==> src/rtl/rv32_pipe_pkg.sv <==
// Shared definitions for the rv32 inter-stage pipeline queue.
//   NOP_CODE     : instruction word presented while a stage holds a bubble
//                  (addi x0, x0, 0).
//   pipe_state_t : fill level of the queue. The encoding equals the number
//                  of entries held.
package rv32_pipe_pkg;

   localparam logic [31:0] NOP_CODE = 32'h0000_0013;

   typedef enum logic [1:0] {
      EMPTY = 2'd0,
      ONE   = 2'd1,
      TWO   = 2'd2
   } pipe_state_t;

endpackage : rv32_pipe_pkg

==> src/rtl/rv32_pipe_slot.sv <==
// One storage slot of the pipeline queue: a valid bit plus a registered
// {data, ctrl, code} record.
//   clk, rst            : clock and asynchronous active-high reset
//   load_i              : capture data_i/ctrl_i/code_i and mark the slot valid
//   clear_i             : invalidate the slot; has priority over load_i and
//                         leaves the payload untouched
//   data_i/ctrl_i/code_i: record to capture
//   valid_o             : slot holds a live entry
//   data_o/ctrl_o/code_o: stored record
module rv32_pipe_slot
   import rv32_pipe_pkg::*;
#(
   parameter int unsigned        DATA_W   = 128,
   parameter int unsigned        CTRL_W   = 4,
   parameter logic [CTRL_W-1:0]  CTRL_RST = CTRL_W'(4'b1000)
) (
   input  logic              clk,
   input  logic              rst,
   input  logic              load_i,
   input  logic              clear_i,
   input  logic [DATA_W-1:0] data_i,
   input  logic [CTRL_W-1:0] ctrl_i,
   input  logic [31:0]       code_i,
   output logic              valid_o,
   output logic [DATA_W-1:0] data_o,
   output logic [CTRL_W-1:0] ctrl_o,
   output logic [31:0]       code_o
);

   logic              valid_q;
   logic [DATA_W-1:0] data_q;
   logic [CTRL_W-1:0] ctrl_q;
   logic [31:0]       code_q;

   // NOTE: the payload is reset as well as the valid bit, so the outputs show
   // a defined bubble record straight out of reset instead of X.
   always_ff @(posedge clk or posedge rst) begin
      if (rst) begin
         // NOTE: sequential state uses non-blocking assignments so every flop
         // samples pre-edge values regardless of block evaluation order.
         valid_q <= 1'b0;
         data_q  <= '0;
         ctrl_q  <= CTRL_RST;
         code_q  <= NOP_CODE;
      end else if (clear_i) begin
         valid_q <= 1'b0;
      end else if (load_i) begin
         valid_q <= 1'b1;
         data_q  <= data_i;
         ctrl_q  <= ctrl_i;
         code_q  <= code_i;
      end
   end

   assign valid_o = valid_q;
   assign data_o  = data_q;
   assign ctrl_o  = ctrl_q;
   assign code_o  = code_q;

endmodule : rv32_pipe_slot

==> src/rtl/rv32_pipe_skid_queue.sv <==
// Generic inter-stage pipeline register with valid/ready handshake, optional
// 2-entry skid buffer, synchronous flush and a saturating stall counter.
// Empty slots present a NOP bubble downstream.
//   clk, rst                    : clock, asynchronous active-high reset
//   flush_i                     : squash all held entries at the next edge
//   in_valid_i / in_ready_o     : upstream handshake
//   in_data_i/in_ctrl_i/in_code_i : upstream payload, control, instruction
//   out_valid_o / out_ready_i   : downstream handshake
//   out_data_o/out_ctrl_o/out_code_o : head entry (bubble when !out_valid_o)
//   occupancy_o                 : entries held (0..2)
//   stall_cnt_o                 : cycles with out_valid_o & !out_ready_i
// SKID=1 registers in_ready_o (no path from out_ready_i); SKID=0 keeps a
// single entry and derives in_ready_o combinationally.
module rv32_pipe_skid_queue
   import rv32_pipe_pkg::*;
#(
   parameter int unsigned        DATA_W   = 128,
   parameter int unsigned        CTRL_W   = 4,
   parameter bit                 SKID     = 1'b1,
   parameter logic [CTRL_W-1:0]  CTRL_RST = CTRL_W'(4'b1000),
   parameter int unsigned        CNT_W    = 16
) (
   input  logic              clk,
   input  logic              rst,
   input  logic              flush_i,
   input  logic              in_valid_i,
   output logic              in_ready_o,
   input  logic [DATA_W-1:0] in_data_i,
   input  logic [CTRL_W-1:0] in_ctrl_i,
   input  logic [31:0]       in_code_i,
   output logic              out_valid_o,
   input  logic              out_ready_i,
   output logic [DATA_W-1:0] out_data_o,
   output logic [CTRL_W-1:0] out_ctrl_o,
   output logic [31:0]       out_code_o,
   output logic [1:0]        occupancy_o,
   output logic [CNT_W-1:0]  stall_cnt_o
);

   localparam logic [CNT_W-1:0] CNT_MAX = '1;

   pipe_state_t state_q, state_d;
   logic [CNT_W-1:0] stall_q, stall_d;

   logic in_fire, out_fire;
   logic main_load, main_clear, main_from_skid;
   logic skid_load, skid_clear;

   logic              main_valid, skid_valid;
   logic [DATA_W-1:0] main_data,  skid_data,  main_data_in;
   logic [CTRL_W-1:0] main_ctrl,  skid_ctrl,  main_ctrl_in;
   logic [31:0]       main_code,  skid_code,  main_code_in;

   assign in_fire  = in_valid_i & in_ready_o;
   assign out_fire = main_valid & out_ready_i;

   // ---------------------------------------------------------------- FSM
   always_comb begin
      // NOTE: every output of this block gets a default first, so no path
      // leaves a signal unassigned and no latch is inferred.
      state_d        = state_q;
      main_load      = 1'b0;
      main_clear     = 1'b0;
      main_from_skid = 1'b0;
      skid_load      = 1'b0;
      skid_clear     = 1'b0;
      if (flush_i) begin
         // Flush beats everything; a same-cycle out_fire was still delivered.
         state_d    = EMPTY;
         main_clear = 1'b1;
         skid_clear = 1'b1;
      end else begin
         case (state_q)
            EMPTY: begin
               if (in_fire) begin
                  main_load = 1'b1;
                  state_d   = ONE;
               end
            end
            ONE: begin
               if (in_fire && out_fire) begin
                  main_load = 1'b1;
               end else if (in_fire) begin
                  // Only reachable with SKID=1: with SKID=0 in_fire in ONE
                  // implies out_ready_i, hence out_fire.
                  skid_load = 1'b1;
                  state_d   = TWO;
               end else if (out_fire) begin
                  main_clear = 1'b1;
                  state_d    = EMPTY;
               end
            end
            TWO: begin
               if (out_fire) begin
                  main_load      = 1'b1;
                  main_from_skid = 1'b1;
                  skid_clear     = 1'b1;
                  state_d        = ONE;
               end
            end
            default: state_d = EMPTY;
         endcase
      end
   end

   always_ff @(posedge clk or posedge rst) begin
      if (rst) begin
         state_q <= EMPTY;
         stall_q <= '0;
      end else begin
         state_q <= state_d;
         stall_q <= stall_d;
      end
   end

   // ------------------------------------------------------ stall counter
   // Counts backpressured cycles; saturates and is deliberately not cleared
   // by flush so performance counts survive pipeline squashes.
   always_comb begin
      stall_d = stall_q;
      if (main_valid && !out_ready_i && (stall_q != CNT_MAX)) begin
         stall_d = stall_q + 1'b1;
      end
   end

   // --------------------------------------------------------------- slots
   assign main_data_in = main_from_skid ? skid_data : in_data_i;
   assign main_ctrl_in = main_from_skid ? skid_ctrl : in_ctrl_i;
   assign main_code_in = main_from_skid ? skid_code : in_code_i;

   rv32_pipe_slot #(
      .DATA_W   (DATA_W),
      .CTRL_W   (CTRL_W),
      .CTRL_RST (CTRL_RST)
   ) u_main (
      .clk     (clk),
      .rst     (rst),
      .load_i  (main_load),
      .clear_i (main_clear),
      .data_i  (main_data_in),
      .ctrl_i  (main_ctrl_in),
      .code_i  (main_code_in),
      .valid_o (main_valid),
      .data_o  (main_data),
      .ctrl_o  (main_ctrl),
      .code_o  (main_code)
   );

   if (SKID) begin : g_skid
      rv32_pipe_slot #(
         .DATA_W   (DATA_W),
         .CTRL_W   (CTRL_W),
         .CTRL_RST (CTRL_RST)
      ) u_skid (
         .clk     (clk),
         .rst     (rst),
         .load_i  (skid_load),
         .clear_i (skid_clear),
         .data_i  (in_data_i),
         .ctrl_i  (in_ctrl_i),
         .code_i  (in_code_i),
         .valid_o (skid_valid),
         .data_o  (skid_data),
         .ctrl_o  (skid_ctrl),
         .code_o  (skid_code)
      );

      // Ready for the coming cycle is "not full after this edge"; being a
      // flop, it breaks the out_ready -> in_ready combinational chain.
      logic in_ready_q;
      always_ff @(posedge clk or posedge rst) begin
         if (rst) begin
            in_ready_q <= 1'b1;
         end else begin
            in_ready_q <= (state_d != TWO);
         end
      end
      assign in_ready_o = in_ready_q;
   end else begin : g_single
      assign skid_valid = 1'b0;
      assign skid_data  = '0;
      assign skid_ctrl  = CTRL_RST;
      assign skid_code  = NOP_CODE;
      assign in_ready_o = !main_valid | out_ready_i;
   end

   // ------------------------------------------------------------- outputs
   assign out_valid_o = main_valid;
   assign out_data_o  = main_data;
   assign out_ctrl_o  = main_valid ? main_ctrl : CTRL_RST;
   assign out_code_o  = main_valid ? main_code : NOP_CODE;
   assign occupancy_o = {1'b0, main_valid} + {1'b0, skid_valid};
   assign stall_cnt_o = stall_q;

endmodule : rv32_pipe_skid_queue

==> config.mk <==
export PLATFORM = sky130hd
export DESIGN_NAME = rv32_pipe_skid_queue
export DESIGN_NICKNAME = d
export VERILOG_FILES = /design/src/rtl/rv32_pipe_pkg.sv /design/src/rtl/rv32_pipe_slot.sv /design/src/rtl/rv32_pipe_skid_queue.sv
export SDC_FILE = /design/constraint.sdc
export NUM_CORES = 1
export LEC_CHECK = 0
export CORE_MARGIN = 10
export CORE_UTILIZATION = 55
export CTS_BUF_LIST = sky130_fd_sc_hd__clkbuf_16
export DETAILED_ROUTE_END_ITERATION = 8
export GPL_TIMING_DRIVEN = 0
export HOLD_SLACK_MARGIN = 0.03
export PLACE_DENSITY = 0.87
export SLEW_MARGIN = 20
export SYNTH_ARGS = -nofsm -noshare
export SYNTH_HDL_FRONTEND = slang
export SYNTH_SLANG_ARGS = --single-unit
==> constraint.sdc <==
create_clock -name clk -period 35.8 [get_ports clk]
set_input_delay 10.74 -clock clk [delete_from_list [all_inputs] [get_ports clk]]
set_output_delay 10.74 -clock clk [all_outputs]
set_load 0.005 [all_outputs]
==> results.py <==
metrics = {
    "floorplanning": {
        "dieArea_um2": 37000,
        "core_area_um2": 29500,
        "start_util_pct": 55.4,
        "io_pins": 353,
        "dieWidth_um": 192,
        "rows": 63,
        "die_h_um": 192,
    },
    "critical_path": {
        "crit_family": "buffers and inverters",
        "critPathKind": "reg -> out",
        "crit_cells": 5,
        "start_kind": "flip-flop",
        "path_common_cell": "clkbuf_1",
        "regToRegStartpoint": "u_main.valid_o$_DFFE_PP0P_",
        "r2r_end": "g_skid.u_skid.data_o[80]$_DFFE_PP0P_",
        "ff2ff_setup_slack_ns": 33.40,
        "slowest_stage": "clkdlybuf4s50_1",
        "worst_ep_arrival_time_ns": 2.71,
        "crit_start": "u_main.valid_o$_DFFE_PP0P_",
        "cpPeakStageDelay_ns": 0.57,
        "r2r_cells": 6,
        "crit_path_cell_trace": "buf_2 -> clkbuf_1 -> clkbuf_1 -> and2_1 -> clkdlybuf4s50_1",
        "worst-path-max-fanout": 10,
        "crit_required_ns": 25.06,
        "end_kind": "output pin",
        "setup.worst_path.end": "out_code_o[22]",
        "critPathBufInv": 4,
    },
    "power_and_ir_drop": {
        "seqPwrFrac_pct": 45.4,
        "p_clk_share_pct": 25.3,
        "p_switching_uw": 366,
        "p_leak_uw": 0.00926,
        "intPower_uw": 1050,
        "power.density_nw_per_um2": 65.6,
        "comb_power_share_pct": 29.3,
        "swShare_pct": 25.8,
        "peakVddDrop_v": 0.0000560,
        "power_uw": 1420,
    },
    "outcome": {
        "status": "completed",
    },
    "cts": {
        "cts_buffers": 38,
        "post_cts_buffers": 0,
        "cts.reportedPaths.clkPinSlew_ns": 0.06,
        "clk_path_buf_depth": 3,
        "clock_latency_ns": 0.51,
        "cts_sinks": 349,
        "cts_tree": "built",
        "cts_root_buffer": "clkbuf_16",
        "cts.repair.resized": 0,
        "h-tree-depth": 2,
        "cts_hold_buf": 0,
    },
    "sta": {
        "setup_tns_ns": 0,
        "finalCritPeriodShare_pct": 37.6,
        "fin_skew_ns": 0.0126,
        "hold_viol": 0,
        "slew_viol_final": 0,
        "post-route-min-period_ns": 13.45,
        "fin_ws_ns": 22.35,
        "max_freq_mhz": 74.4,
        "slew_headroom_pct": 47.4,
        "worstMarginPinSlew_ns": 0.782,
        "setup_viol": 0,
        "grt_setup_unrepaired": "false",
    },
    "grt": {
        "antenna_found_initial": 5,
        "grtUsageTotal_pct": 21.9,
        "grt_pass1_vias": 11100,
        "grt_overflow": 0,
        "grt_pass1_wl_mm": 63.6,
        "grt_max_degree": 86,
    },
    "synthesis": {
        "ys_types": 42,
        "ys_async_sr_fraction_pct": 100,
        "synth_area_leaders": "dfrtp_1, mux2_2, mux2_4",
        "postSynthAreaPerCell_um2": 15.9,
        "synth_largest_area_cell": "dfrtp_1",
        "yosysSeqAreaShare_pct": 53.5,
        "synth_fp_nets": 1196,
        "ys_warn_count": 0,
        "ys_seq_elements": 349,
        "synth_cells": 1025,
        "syn_area_um2": 16300,
        "synth_ff_type": "dfrtp_1",
        "yosys.area.top_type_share_pct": 52.1,
        "synth_edf_count": 0,
    },
    "layout": {
        "syn2layout_area_growth_pct": 32.4,
        "drive_above_1_share_pct": 42.3,
        "fin_cells": 1846,
        "fin_nets": 1592,
    },
    "route": {
        "num_vias": 9887,
        "route.detailed.drc": 0,
        "firstDrtPassIters": 4,
        "drt_iter0_markers": 419,
        "wl_per_cell_um": 22.4,
        "ant_nets": 0,
        "viasPerCell": 5.36,
        "drt-total-wl_mm": 41.3,
    },
    "placement": {
        "gp_congestion": 0.860,
        "dp_cells": 1771,
        "dp_worst_setup_slack_ns": 22.56,
        "dp_hpwl_mm": 29.8,
        "port_buffers": 352,
    },
    "min_path": {
        "min_path_type": "reg -> reg",
    },
    "run": {
        "max-cap-violations": 0,
    },
}
flip-flops by register name, summed over array words and instances, names as in the netlist:
name and count:
g_skid.u_skid.data_o 128, u_main.data_o 128, g_skid.u_skid.code_o 32, u_main.code_o 32, stall_cnt_o 16, g_skid.u_skid.ctrl_o 4
u_main.ctrl_o 4, state_q 2, g_skid.u_skid.valid_o 1, in_ready_o 1, u_main.valid_o 1
synth_stat cells (all sizes together), types with 5 or more instances:
master,count
nand4,5
and2,34
nand3,5
nor2,15
xnor2,5
buf,54
a21oi,8
dfstp,9
dfrtp,340
nand2b,5
xor2,6
mux2,495
nand2,9
clkbuf,7
layout by cell type (no fill, tap or decap), types with 6 or more instances in the layout:
cell type,instances
clkdlybuf4s50_1,352
clkinv_1,13
dfrtp_1,340
clkbuf_1,7
buf_2,18
buf_12,17
nand2_1,9
mux2_4,160
nor2_1,15
dfstp_2,9
clkbuf_16,41
a21oi_1,7
mux2_2,334
inv_1,10
buf_6,16
and2_1,34
xor2_1,6
diode_2,6
per-stage QoR:
stage | hold WS (ns) | area [um^2] | util, %
3_5_place_dp | 0.487 | 20500 | 69.4
5_1_grt | 0.507 | 21600 | 73.3
4_1_cts | 0.494 | 21600 | 73.3
3_3_place_gp | 0.480 | 20400 | 69.0
6_report | 0.492 | 21600 | 73.4
2_1_floorplan | 0.473 | 16300 | -
cell type report:
| cell class | count | area [um^2] |
|---|---|---|
| Sequential cell | 349 | 8740 |
| Fill cell | 1895 | 7860 |
| Multi-Input combinational cell | 613 | 6920 |
| Timing Repair Buffer | 356 | 3630 |
| Clock buffer | 41 | 1030 |
| Buffer | 61 | 667 |
| Tap cell | 390 | 488 |
| Clock inverter | 28 | 116 |
| Inverter | 2 | 15.0 |
| Antenna cell | 6 | 15.0 |
power by group through the flow:
| stage | Sequential, uW | Clock [uW] | Combinational (uW) |
|---|---|---|---|
| after floorplan | 627 | 0 | 230 |
| after global placement | 636 | 0 | 402 |
| after detailed placement | 646 | 0 | 418 |
| after CTS | 644 | 367 | 422 |
| after global routing | 663 | 383 | 444 |
| final | 645 | 358 | 415 |
routing by layer:
metal / vias up / part of all wire [%] / track usage (%)
met2: 317 / 49 / 36.6
met1: 5032 / 39 / 25.8
li1: 4476 / - / -
met5: - / 0.044 / 0
met3: 58 / 9.7 / 8.20
met4: 4 / 2.4 / 6.29
worst register-to-register path: cells and delay by family, from the launching register on:
| kind | cells | cell delay (ns) |
|---|---|---|
| buf+inv | 3 | 1.25 |
| flops | 1 | 0.40 |
| mux | 1 | 0.39 |
| compound gates | 1 | 0.13 |
| simple gates | 1 | 0.13 |
cells by family after synthesis:
kind of cell               after synthesis  synth area share [%]
muxes                                  495                  37.8
and+or+nand+nor                         87                  3.08
adders and majority gates                2                 0.153
buffers and inverters                   63                  4.13
xor gates and xnor gates                11                 0.590
AOI/OAI and AO/OA                       18                 0.743
DFF                                    349                  53.5
how the worst min path moves through the flow:
stage	startpoint	cells after the start	slack [ns]	end
3_5_place_dp	stall_cnt_o[12]$_DFFE_PP0P_	1	0.49	stall_cnt_o[12]$_DFFE_PP0P_
4_1_cts	stall_cnt_o[12]$_DFFE_PP0P_	1	0.49	stall_cnt_o[12]$_DFFE_PP0P_
6_report	stall_cnt_o[12]$_DFFE_PP0P_	1	0.49	stall_cnt_o[12]$_DFFE_PP0P_
5_1_grt	g_skid.u_skid.data_o[19]$_DFFE_PP0P_	1	0.51	g_skid.u_skid.data_o[19]$_DFFE_PP0P_
2_1_floorplan	u_main.code_o[27]$_DFFE_PP0P_	1	0.47	u_main.code_o[27]$_DFFE_PP0P_
3_3_place_gp	g_skid.u_skid.data_o[66]$_DFFE_PP0P_	1	0.48	g_skid.u_skid.data_o[66]$_DFFE_PP0P_
Power figures use the tool's default switching activity.
